`config.mk`:
```
export PLATFORM = sky130hd
export DESIGN_NAME = cfar_frame_parser_flat
export DESIGN_NICKNAME = d
export VERILOG_FILES = /design/src/rtl/cfar_frame_parser_if.sv /design/src/rtl/cfar_frame_parser.sv /design/src/flat_wrapper.sv
export SDC_FILE = /design/constraint.sdc
export NUM_CORES = 1
export LEC_CHECK = 0
export ABC_AREA = 1
export BUFFER_PORTS_ARGS = -buffer_cell sky130_fd_sc_hd__buf_4
export CAP_MARGIN = 15
export CORE_MARGIN = 2
export CORE_UTILIZATION = 55
export DETAILED_ROUTE_END_ITERATION = 7
export GPL_TIMING_DRIVEN = 0
export HOLD_SLACK_MARGIN = 0.1
export PLACE_DENSITY = 0.79
export RECOVER_POWER = 100
export SYNTH_ARGS = -nofsm -noshare
export SYNTH_HDL_FRONTEND = slang
export SYNTH_SLANG_ARGS = --single-unit
```
`constraint.sdc`:
```
create_clock -name clk -period 2.45 [get_ports clk]
set_clock_uncertainty 0.2 [all_clocks]
set_input_delay 0.49 -clock clk [delete_from_list [all_inputs] [get_ports clk]]
set_output_delay 0.49 -clock clk [all_outputs]
set_load 0.02 [all_outputs]
```
`src/rtl/cfar_frame_parser_if.sv`:
```
// rtl/cfar_frame_parser_if.sv - input word stream and extracted payload stream of the frame parser
interface cfar_frame_parser_if;
    logic        s_valid;
    logic [31:0] s_data;
    logic        s_last;
    logic        m_valid;
    logic [31:0] m_data;
    logic [7:0]  m_idx;
    logic        m_last;

    modport master (
        output s_valid, s_data, s_last,
        input  m_valid, m_data, m_idx, m_last
    );

    modport slave (
        input  s_valid, s_data, s_last,
        output m_valid, m_data, m_idx, m_last
    );
endinterface

```
`src/rtl/cfar_frame_parser.sv`:
```
// rtl/cfar_frame_parser.sv - framed word stream parser: header/info/payload/trailer checks, payload extraction
module cfar_frame_parser #(
    parameter int          PAYLOAD_LEN = 1024,
    parameter logic [31:0] HDR_WORD    = 32'hA5A5A5A5,
    parameter logic [31:0] TRL_WORD    = 32'hF0F0F0F0
) (
    input  logic                 clk,
    input  logic                 rst,
    cfar_frame_parser_if.slave   bus,
    output logic [23:0]          frame_cnt_o,
    output logic [7:0]           valid_num_o,
    output logic                 frame_ok,
    output logic                 hdr_err,
    output logic                 len_err,
    output logic                 seq_err,
    output logic [15:0]          ok_count,
    output logic [15:0]          err_count
);
    localparam int CW = 12;
    localparam logic [CW-1:0] PLEN     = CW'(PAYLOAD_LEN);
    localparam logic [CW-1:0] LAST_CNT = CW'(PAYLOAD_LEN - 1);

    typedef enum logic [2:0] {
        ST_DISCARD = 3'd0,
        ST_IDLE    = 3'd1,
        ST_INFO    = 3'd2,
        ST_PAYLOAD = 3'd3,
        ST_TRL1    = 3'd4,
        ST_TRL2    = 3'd5
    } state_t;

    state_t        state_q, state_d;
    logic [CW-1:0] cnt_q, cnt_d;
    logic [7:0]    vnum_q, vnum_d;
    logic [23:0]   fcnt_q, fcnt_d;
    logic [23:0]   prev_q, prev_d;
    logic          have_prev_q, have_prev_d;
    logic          m_valid_q, m_valid_d;
    logic [31:0]   m_data_q, m_data_d;
    logic [7:0]    m_idx_q, m_idx_d;
    logic          m_last_q, m_last_d;
    logic          ok_q, ok_d, hdr_q, hdr_d, len_q, len_d, seq_q, seq_d;
    logic [15:0]   ok_cnt_q, ok_cnt_d, err_cnt_q, err_cnt_d;
    logic [CW-1:0] limit;
    state_t        err_next;

    // Number of payload words actually forwarded: min(valid_num, PAYLOAD_LEN).
    assign limit    = ({4'b0, vnum_q} < PLEN) ? {4'b0, vnum_q} : PLEN;
    assign err_next = (!bus.s_valid || bus.s_last) ? ST_IDLE : ST_DISCARD;

    always_comb begin
        state_d     = state_q;
        cnt_d       = cnt_q;
        vnum_d      = vnum_q;
        fcnt_d      = fcnt_q;
        prev_d      = prev_q;
        have_prev_d = have_prev_q;
        m_valid_d   = 1'b0;
        m_data_d    = m_data_q;
        m_idx_d     = m_idx_q;
        m_last_d    = 1'b0;
        ok_d        = 1'b0;
        hdr_d       = 1'b0;
        len_d       = 1'b0;
        seq_d       = 1'b0;
        ok_cnt_d    = ok_cnt_q;
        err_cnt_d   = err_cnt_q;

        case (state_q)
            ST_DISCARD: begin
                if (!bus.s_valid || bus.s_last) state_d = ST_IDLE;
            end
            ST_IDLE: begin
                if (bus.s_valid) begin
                    if (bus.s_data == HDR_WORD && !bus.s_last) begin
                        state_d = ST_INFO;
                    end else begin
                        hdr_d   = 1'b1;
                        state_d = bus.s_last ? ST_IDLE : ST_DISCARD;
                    end
                end
            end
            ST_INFO: begin
                if (!bus.s_valid || bus.s_last) begin
                    len_d   = 1'b1;
                    state_d = ST_IDLE;
                end else begin
                    fcnt_d  = bus.s_data[23:0];
                    vnum_d  = bus.s_data[31:24];
                    cnt_d   = '0;
                    state_d = ST_PAYLOAD;
                end
            end
            ST_PAYLOAD: begin
                if (!bus.s_valid || bus.s_last) begin
                    len_d   = 1'b1;
                    state_d = ST_IDLE;
                end else begin
                    if (cnt_q < limit) begin
                        m_valid_d = 1'b1;
                        m_data_d  = bus.s_data;
                        m_idx_d   = cnt_q[7:0];
                        m_last_d  = (cnt_q == limit - 1'b1);
                    end
                    cnt_d = cnt_q + 1'b1;
                    if (cnt_q == LAST_CNT) state_d = ST_TRL1;
                end
            end
            ST_TRL1: begin
                if (!bus.s_valid || bus.s_last || bus.s_data != TRL_WORD) begin
                    len_d   = 1'b1;
                    state_d = err_next;
                end else begin
                    state_d = ST_TRL2;
                end
            end
            ST_TRL2: begin
                if (bus.s_valid && bus.s_last && bus.s_data == TRL_WORD) begin
                    ok_d        = 1'b1;
                    seq_d       = have_prev_q && (fcnt_q != prev_q + 24'd1);
                    prev_d      = fcnt_q;
                    have_prev_d = 1'b1;
                    state_d     = ST_IDLE;
                end else begin
                    len_d   = 1'b1;
                    state_d = err_next;
                end
            end
            default: state_d = ST_DISCARD;
        endcase

        if (ok_d && ok_cnt_q != 16'hFFFF) ok_cnt_d = ok_cnt_q + 16'd1;
        if ((hdr_d || len_d) && err_cnt_q != 16'hFFFF) err_cnt_d = err_cnt_q + 16'd1;
    end

    always_ff @(posedge clk) begin
        if (rst) begin
            state_q     <= ST_DISCARD;
            cnt_q       <= '0;
            vnum_q      <= '0;
            fcnt_q      <= '0;
            prev_q      <= '0;
            have_prev_q <= 1'b0;
            m_valid_q   <= 1'b0;
            m_data_q    <= '0;
            m_idx_q     <= '0;
            m_last_q    <= 1'b0;
            ok_q        <= 1'b0;
            hdr_q       <= 1'b0;
            len_q       <= 1'b0;
            seq_q       <= 1'b0;
            ok_cnt_q    <= '0;
            err_cnt_q   <= '0;
        end else begin
            state_q     <= state_d;
            cnt_q       <= cnt_d;
            vnum_q      <= vnum_d;
            fcnt_q      <= fcnt_d;
            prev_q      <= prev_d;
            have_prev_q <= have_prev_d;
            m_valid_q   <= m_valid_d;
            m_data_q    <= m_data_d;
            m_idx_q     <= m_idx_d;
            m_last_q    <= m_last_d;
            ok_q        <= ok_d;
            hdr_q       <= hdr_d;
            len_q       <= len_d;
            seq_q       <= seq_d;
            ok_cnt_q    <= ok_cnt_d;
            err_cnt_q   <= err_cnt_d;
        end
    end

    assign bus.m_valid = m_valid_q;
    assign bus.m_data  = m_data_q;
    assign bus.m_idx   = m_idx_q;
    assign bus.m_last  = m_last_q;
    assign frame_cnt_o = fcnt_q;
    assign valid_num_o = vnum_q;
    assign frame_ok    = ok_q;
    assign hdr_err     = hdr_q;
    assign len_err     = len_q;
    assign seq_err     = seq_q;
    assign ok_count    = ok_cnt_q;
    assign err_count   = err_cnt_q;
endmodule
```
`src/flat_wrapper.sv`:
```
// flat-port wrapper written by rule: the top's interface ports become plain ports
module cfar_frame_parser_flat 
#(
    parameter int          PAYLOAD_LEN = 1024,
    parameter logic [31:0] HDR_WORD    = 32'hA5A5A5A5,
    parameter logic [31:0] TRL_WORD    = 32'hF0F0F0F0
)
  (clk, rst, frame_cnt_o, valid_num_o, frame_ok, hdr_err, len_err, seq_err, ok_count, err_count, bus_s_valid, bus_s_data, bus_s_last, bus_m_valid, bus_m_data, bus_m_idx, bus_m_last);
  cfar_frame_parser_if bus_i ();
  input  logic clk;
  input  logic rst;
  output logic [23:0] frame_cnt_o;
  output logic [7:0] valid_num_o;
  output logic frame_ok;
  output logic hdr_err;
  output logic len_err;
  output logic seq_err;
  output logic [15:0] ok_count;
  output logic [15:0] err_count;
  input wire logic [$bits(bus_i.s_valid)-1:0] bus_s_valid;
  input wire logic [$bits(bus_i.s_data)-1:0] bus_s_data;
  input wire logic [$bits(bus_i.s_last)-1:0] bus_s_last;
  output wire logic [$bits(bus_i.m_valid)-1:0] bus_m_valid;
  output wire logic [$bits(bus_i.m_data)-1:0] bus_m_data;
  output wire logic [$bits(bus_i.m_idx)-1:0] bus_m_idx;
  output wire logic [$bits(bus_i.m_last)-1:0] bus_m_last;
  assign bus_i.s_valid = bus_s_valid;
  assign bus_i.s_data = bus_s_data;
  assign bus_i.s_last = bus_s_last;
  assign bus_m_valid = bus_i.m_valid;
  assign bus_m_data = bus_i.m_data;
  assign bus_m_idx = bus_i.m_idx;
  assign bus_m_last = bus_i.m_last;
  cfar_frame_parser #(.PAYLOAD_LEN(PAYLOAD_LEN), .HDR_WORD(HDR_WORD), .TRL_WORD(TRL_WORD)) u_core (.clk(clk), .rst(rst), .bus(bus_i), .frame_cnt_o(frame_cnt_o), .valid_num_o(valid_num_o), .frame_ok(frame_ok), .hdr_err(hdr_err), .len_err(len_err), .seq_err(seq_err), .ok_count(ok_count), .err_count(err_count));
endmodule
```
==> flow_metrics.env, run 1 <==
export IMPL_clockPowerShare_pct=48.3
export IMPL_status="finished, final reports clean"
export IMPL_num_vias=8350
export IMPL_slew_viol_final=0
export IMPL_synth_seq_cells=150
export IMPL_numCtsBuffers=17
export IMPL_nets=1377
export IMPL_swShare_pct=23.93
export IMPL_start_util_pct=56.53
export IMPL_cp_max_fo=10
export IMPL_wl_per_cell_um=15.61
export IMPL_setup_viol=0
export IMPL_syn_inst=1165
export IMPL_clock_path_buffers=2
export IMPL_ys_seq_area_share_pct=38.12
export IMPL_cts_hold_buf=0
export IMPL_post_synth_main_area_contributors="dfxtp_1 (38%), nand2_1 (13%), a21oi_1 (7.4%), nor2_1 (7.3%), inv_1 (5.8%)"
export IMPL_seq_area_um2=3008
export IMPL_synth_edf_count=0
export IMPL_fin_crit_ns=2.295
export IMPL_p_leak_nw=3.635
export IMPL_sequentialPowerShare_pct=47.1
export IMPL_grt_max_degree=17
export IMPL_postRouteAntennaNets=0
export IMPL_ios=146
export IMPL_syn_area_per_cell_um2=6.762
export IMPL_worstMarginPinSlew_ns=0.8199
export IMPL_clk_latency_ns=0.43
export IMPL_dr_pass1_iters=6
export IMPL_antenna_found_initial=0
export IMPL_drc=0
export IMPL_layout_drive_gt1_share_pct=8.725
export IMPL_intPower_mw=3.953
export IMPL_p_total_mw=5.197
export IMPL_cts_sinks=150
export IMPL_async_reset_ff_share_pct=0
export IMPL_multiInputGateArea_um2=4202
export IMPL_pre_cts_ws_ns=-0.2370
export IMPL_first_global_vias=7508
export IMPL_diodes=0
export IMPL_hp_class="input port to flip-flop"
export IMPL_setup_ws_ns=0.1549
export IMPL_synth_nets=1214
export IMPL_cap_viol_max_count=0
export IMPL_dpl_cell_count=1489
export IMPL_netlist_area_um2=7878
export IMPL_cts_clk_slew_worst_paths_ns=0.06
export IMPL_final_cell_mix="nand2_1 (270), nor2_1 (156), dfxtp_1 (146)"
export IMPL_design_area_um2=9334
export IMPL_crit_arrival_ns=2.46
export IMPL_htreeDepth=4
export IMPL_criticalPathCategory="flip-flop to flip-flop"
export IMPL_comb_power_share_pct=4.5
export IMPL_hold_viol_final=0
export IMPL_die_h_um=123.7
export IMPL_stdcell_count=1521
export IMPL_fillCellCount=1364
export IMPL_via_per_inst=5.490
export IMPL_globalplace_congestion=0.9503
export IMPL_area_growth_pct=18.49
export IMPL_wirelength_um=23750
export IMPL_cp_required_ns=2.61
export IMPL_drt_initial_drc_count=726
export IMPL_startpoint_type="flip-flop"
export IMPL_dpl_instance_area_um2=9184
export IMPL_powerDensity_nw_per_um2=556.8
export IMPL_cp_end_kind="flip-flop"
export IMPL_relSlewSlack_pct=45.34
export IMPL_rsz0062_at_grt="no"
export IMPL_mostFrequentLayoutCell="nand2_1"
export IMPL_core_rowCount=43
export IMPL_timing_final_crit_share_pct=93.68
export IMPL_dp_hpwl_um=17590
export IMPL_grt_pass1_wl_um=37140
export IMPL_post_cts_setup_buffer_count=0
export IMPL_ir_drop_v=0.0004917
export IMPL_coreArea_um2=13930
export IMPL_synth_top_cell_area_share_pct=38.12
export IMPL_grt_ovfl_total=0
export IMPL_yosysTopAreaCell="dfxtp_1"
export IMPL_grt_use_total_pct=31.24
export IMPL_synthFlopType="dfxtp_1"
export IMPL_yosysWarningCount=0
export IMPL_p_sw_mw=1.244
export IMPL_cts_tree="built"
export IMPL_hold_slack_ns=0.1263
export IMPL_fmax_ghz=0.4357
export IMPL_die_area_um2=15300
export IMPL_synth_cell_types=42
export IMPL_io_buffers=144
export IMPL_fp_dieW_um=123.7
export IMPL_cts_root_buf="clkbuf_16"
-- synth_stat cells (7+ instances only) --
cell type and instances:
nand3_1 63, xor2_1 22, nand4_1 31, nand2_1 271, buf_2 7, dfxtp_1 150
nor2_2 10, xnor2_1 19, clkbuf_1 27, nor2_1 153, nor3_1 24, a21oi_1 117
nor4_1 7, ha_1 13, o21ai_0 73, inv_1 121
-- final timing paths --
kind	startpoint	to	slack, ns	cells past startpoint
max	u_core.valid_num_o[5]	u_core.bus.m_data[25]	0.15	12
min	bus_s_data[2]	u_core.bus.m_data[2]	0.13	3
max reg2reg	u_core.valid_num_o[5]	u_core.bus.m_data[25]	0.15	12
min reg2reg	u_core.have_prev_q	u_core.seq_err	0.25	2
-- registers in the layout, summed over array words and instances, names as in the netlist --
name	count
u_core.frame_ok	1
u_core.state_q	3
u_core.prev_q	24
u_core.bus.m_idx	8
u_core.frame_cnt_o	24
u_core.bus.m_valid	1
u_core.err_count	16
u_core.seq_err	1
u_core.bus.m_data	32
u_core.hdr_err	1
u_core.cnt_q	12
u_core.have_prev_q	1
u_core.valid_num_o	8
u_core.ok_count	16
u_core.bus.m_last	1
u_core.len_err	1
-- logic make-up after synthesis --
kind of cell	Yosys count	share of synthesized area, %
xor gates and xnor gates	41	4.558
and+or+nand+nor	587	33.21
DFF	150	38.12
AOI/OAI and AO/OA	207	13.69
buffers and inverters	167	8.354
adders and majority gates	13	2.065
-- final cells by class --
cell class	count	area share, %
buffer	38	1.863
clock buffer	19	4.745
clock inverter	13	1.354
inverter	129	5.188
multi-input combinational	848	45.01
sequential	150	32.23
tap	180	2.413
timing repair buffer	144	7.198
-- power groups by stage --
stage	Combinational [mW]	Sequential (mW)	Clock (mW)
floorplan	0.115	2.51	0
global placement	0.233	2.50	0
detailed placement	0.235	2.50	0
CTS	0.238	2.45	2.52
global route	0.255	2.45	2.64
finish	0.235	2.45	2.51
-- worst max-delay path, cell delays in order, from the launching register on --
cell and delay, ns:
dfxtp_2 0.37, inv_1 0.08, ha_1 0.32, nand2_1 0.08
inv_1 0.04, o21ai_0 0.19, nand3_1 0.12, a21oi_2 0.13
nand3_2 0.14, inv_2 0.11, buf_2 0.21, nand2_1 0.09
a21oi_1 0.13
-- timing repair --
item | CTS | global route
setup endpoints to repair | 8 | 46
resized for setup | 1 | 24
endpoints found under the hold margin | 0 | 0
-- routing by layer --
layer,track usage [%],vias to the layer above,part of all wire [%]
met4,12.57,0,2.6
met1,40.47,3831,44
met3,4.991,61,6.1
met2,51.96,316,48
li1,-,4142,-
met5,0,-,0
-- through the flow --
stage	utilization, %	TNS (ns)
after global placement	65.91	-1.496
after detailed placement	65.91	-2.080
after floorplan	-	0
final	66.98	0
after CTS	70.03	0
after global routing	66.98	0
No activity file was read; power rests on OpenSTA's default activity.
==> run 2, diff against run 1 <==
==> constraint.sdc (replaced) <==
create_clock -name clk -period 2.45 [get_ports clk]
set_clock_uncertainty 0.2 [all_clocks]
set_input_delay 0 -clock clk [delete_from_list [all_inputs] [get_ports clk]]
set_output_delay 0 -clock clk [all_outputs]
set_load 0.02 [all_outputs]
==> run 2 against run 1 <==
Compared with the run above: largest power group unchanged; clock power hardly changed; sequential power hardly changed; setup slack worse by 0.045 ns; power grew 0.77%; routed wire length increased by 3.8%; die area did not move; final area grew 4.0%; maximum frequency fell by 1.9%; register-to-register slack worse by 0.05 ns; final cell count rose by 2.4%; non-clock buffer count up 36; worst hold slack better by 0.040 ns.
==> flow_metrics.env, run 2 (same netlist as run 1, synthesis figures left out) <==
export IMPL_numCtsBuffers=17
export IMPL_clk_latency_ns=0.43
export IMPL_startpoint_type="flip-flop"
export IMPL_status="finished, final reports clean"
export IMPL_cp_required_ns=2.60
export IMPL_antenna_found_initial=0
export IMPL_swShare_pct=23.79
export IMPL_hold_depth=3
export IMPL_utilization_pct=69.67
export IMPL_p_leak_nw=3.798
export IMPL_powerDensity_nw_per_um2=539.4
export IMPL_dp_hpwl_um=17590
export IMPL_fillCellCount=1297
export IMPL_crit_arrival_ns=2.49
export IMPL_hold_viol_final=0
export IMPL_hold_slack_ns=0.1667
export IMPL_rr_endpoint="u_core.bus.m_data[5]"
export IMPL_hp_class="input port to flip-flop"
export IMPL_coreArea_um2=13930
export IMPL_cp_startpoint="u_core.valid_num_o[5]"
export IMPL_rsz0062_at_grt="yes"
export IMPL_ios=146
export IMPL_cts_clk_slew_worst_paths_ns=0.06
export IMPL_path_cells="inv_1 -> ha_1 -> nand2_1 -> inv_1 -> o21ai_0 -> nand3_1 -> a21oi_1 -> nand3_2 -> inv_2 -> clkbuf_4 -> nand2_1 -> a21oi_1"
export IMPL_cts_sinks=150
export IMPL_wirelength_um=24640
export IMPL_p_sw_mw=1.246
export IMPL_dpl_instance_area_um2=9184
export IMPL_largest_reg_flops=32
export IMPL_path_delay_family="compound AO/OA/AOI/OAI gates"
export IMPL_sequentialPowerShare_pct=46.8
export IMPL_regToRegStartpoint="u_core.valid_num_o[5]"
export IMPL_drt_initial_drc_count=727
export IMPL_globalplace_congestion=0.9503
export IMPL_fmax_ghz=0.4273
export IMPL_cpPeakStageDelay_ns=0.37
export IMPL_p_total_mw=5.237
export IMPL_setup_viol=0
export IMPL_cp_num_buf_inv=4
export IMPL_crit_end="u_core.bus.m_data[5]"
export IMPL_grt_max_degree=17
export IMPL_io_buffers=144
export IMPL_drc=0
export IMPL_clockPowerShare_pct=47.8
export IMPL_intPower_mw=3.991
export IMPL_mostFrequentLayoutCell="nand2_1"
export IMPL_relSlewSlack_pct=54.18
export IMPL_cts_root_buf="clkbuf_16"
export IMPL_htreeDepth=4
export IMPL_grt_ovfl_total=0
export IMPL_fp_dieW_um=123.7
export IMPL_dr_pass1_iters=6
export IMPL_cp_max_fo=10
export IMPL_fin_crit_ns=2.340
export IMPL_area_growth_pct=23.24
export IMPL_clock_path_buffers=2
export IMPL_layout_drive_gt1_share_pct=8.642
export IMPL_final_cell_mix="nand2_1 (270), nor2_1 (155), dfxtp_1 (146)"
export IMPL_r2r_cells=12
export IMPL_cp_end_kind="flip-flop"
export IMPL_first_global_vias=7810
export IMPL_rrSetupSlack_ns=0.11
export IMPL_ir_drop_v=0.0004801
export IMPL_slew_viol_final=0
export IMPL_die_area_um2=15300
export IMPL_num_vias=8600
export IMPL_core_rowCount=43
export IMPL_diodes=0
export IMPL_crit_slowest_cell="dfxtp_2"
export IMPL_path_depth=12
export IMPL_postRouteAntennaNets=0
export IMPL_comb_power_share_pct=5.4
export IMPL_via_per_inst=5.523
export IMPL_setup_tns_final_ns=0
export IMPL_timing_final_crit_share_pct=95.51
export IMPL_grt_pass1_wl_um=38630
export IMPL_cap_viol_max_count=0
export IMPL_cts_tree="built"
export IMPL_nets=1413
export IMPL_wl_per_cell_um=15.82
export IMPL_start_util_pct=56.53
export IMPL_grt_use_total_pct=32.49
export IMPL_criticalPathCategory="flip-flop to flip-flop"
export IMPL_worstMarginPinSlew_ns=0.6872
export IMPL_die_h_um=123.7
export IMPL_design_area_um2=9708
run 2: layer usage:
layer	global-route usage, %	share of wire [%]
met5	0	0
met4	13.57	3.2
met3	5.449	6.4
met2	54.02	48
met1	41.74	43
run 2: worst min-delay path by stage:
stage,startpoint,to
3_3_place_gp,bus_s_data[2],u_core.bus.m_data[2]
6_report,rst,u_core.bus.m_data[28]
5_1_grt,rst,u_core.bus.m_data[24]
4_1_cts,rst,u_core.bus.m_data[8]
2_1_floorplan,bus_s_data[0],u_core.frame_cnt_o[0]
3_5_place_dp,bus_s_data[2],u_core.bus.m_data[2]
run 2: area by class of cell:
| cell class | count | area (µm²) | share of cell area, % |
|---|---|---|---|
| inverter | 129 | 484.2 | 4.988 |
| multi-input combinational | 848 | 4209 | 43.36 |
| tap | 180 | 225.2 | 2.320 |
| timing repair buffer | 180 | 1028 | 10.59 |
| sequential | 150 | 3008 | 30.98 |
| clock buffer | 19 | 442.9 | 4.562 |
| clock inverter | 13 | 126.4 | 1.302 |
| buffer | 38 | 183.9 | 1.895 |
run 2: stage by stage:
stage	setup WS [ns]	std cells
global route	-0.02018	1557
finish	0.1099	1557
detailed placement	-0.004794	1489
CTS	0.03572	1557
global placement	0.07651	1489
floorplan	0.3385	1165
run 2: power by group through the flow:
stage | combinational [mW] | clock [mW] | sequential, mW
finish | 0.285 | 2.50 | 2.45
global route | 0.306 | 2.64 | 2.45
CTS | 0.282 | 2.52 | 2.45
detailed placement | 0.235 | 0 | 2.50
global placement | 0.233 | 0 | 2.50
floorplan | 0.115 | 0 | 2.51
run 2: worst register-to-register path, stage by stage (launching register included):
cell and delay (ns):
dfxtp_2 0.37, inv_1 0.08, ha_1 0.32, nand2_1 0.08
inv_1 0.04, o21ai_0 0.19, nand3_1 0.09, a21oi_1 0.16
nand3_2 0.17, inv_2 0.12, clkbuf_4 0.21, nand2_1 0.08
a21oi_1 0.15
run 2: timing repair:
item                                   CTS  global route
cloned                                   0             0
setup endpoints to repair                8            42
buffers inserted                         0             0
hold buffers                            36             0
endpoints found under the hold margin   85             0
gates resized for setup                  1            20
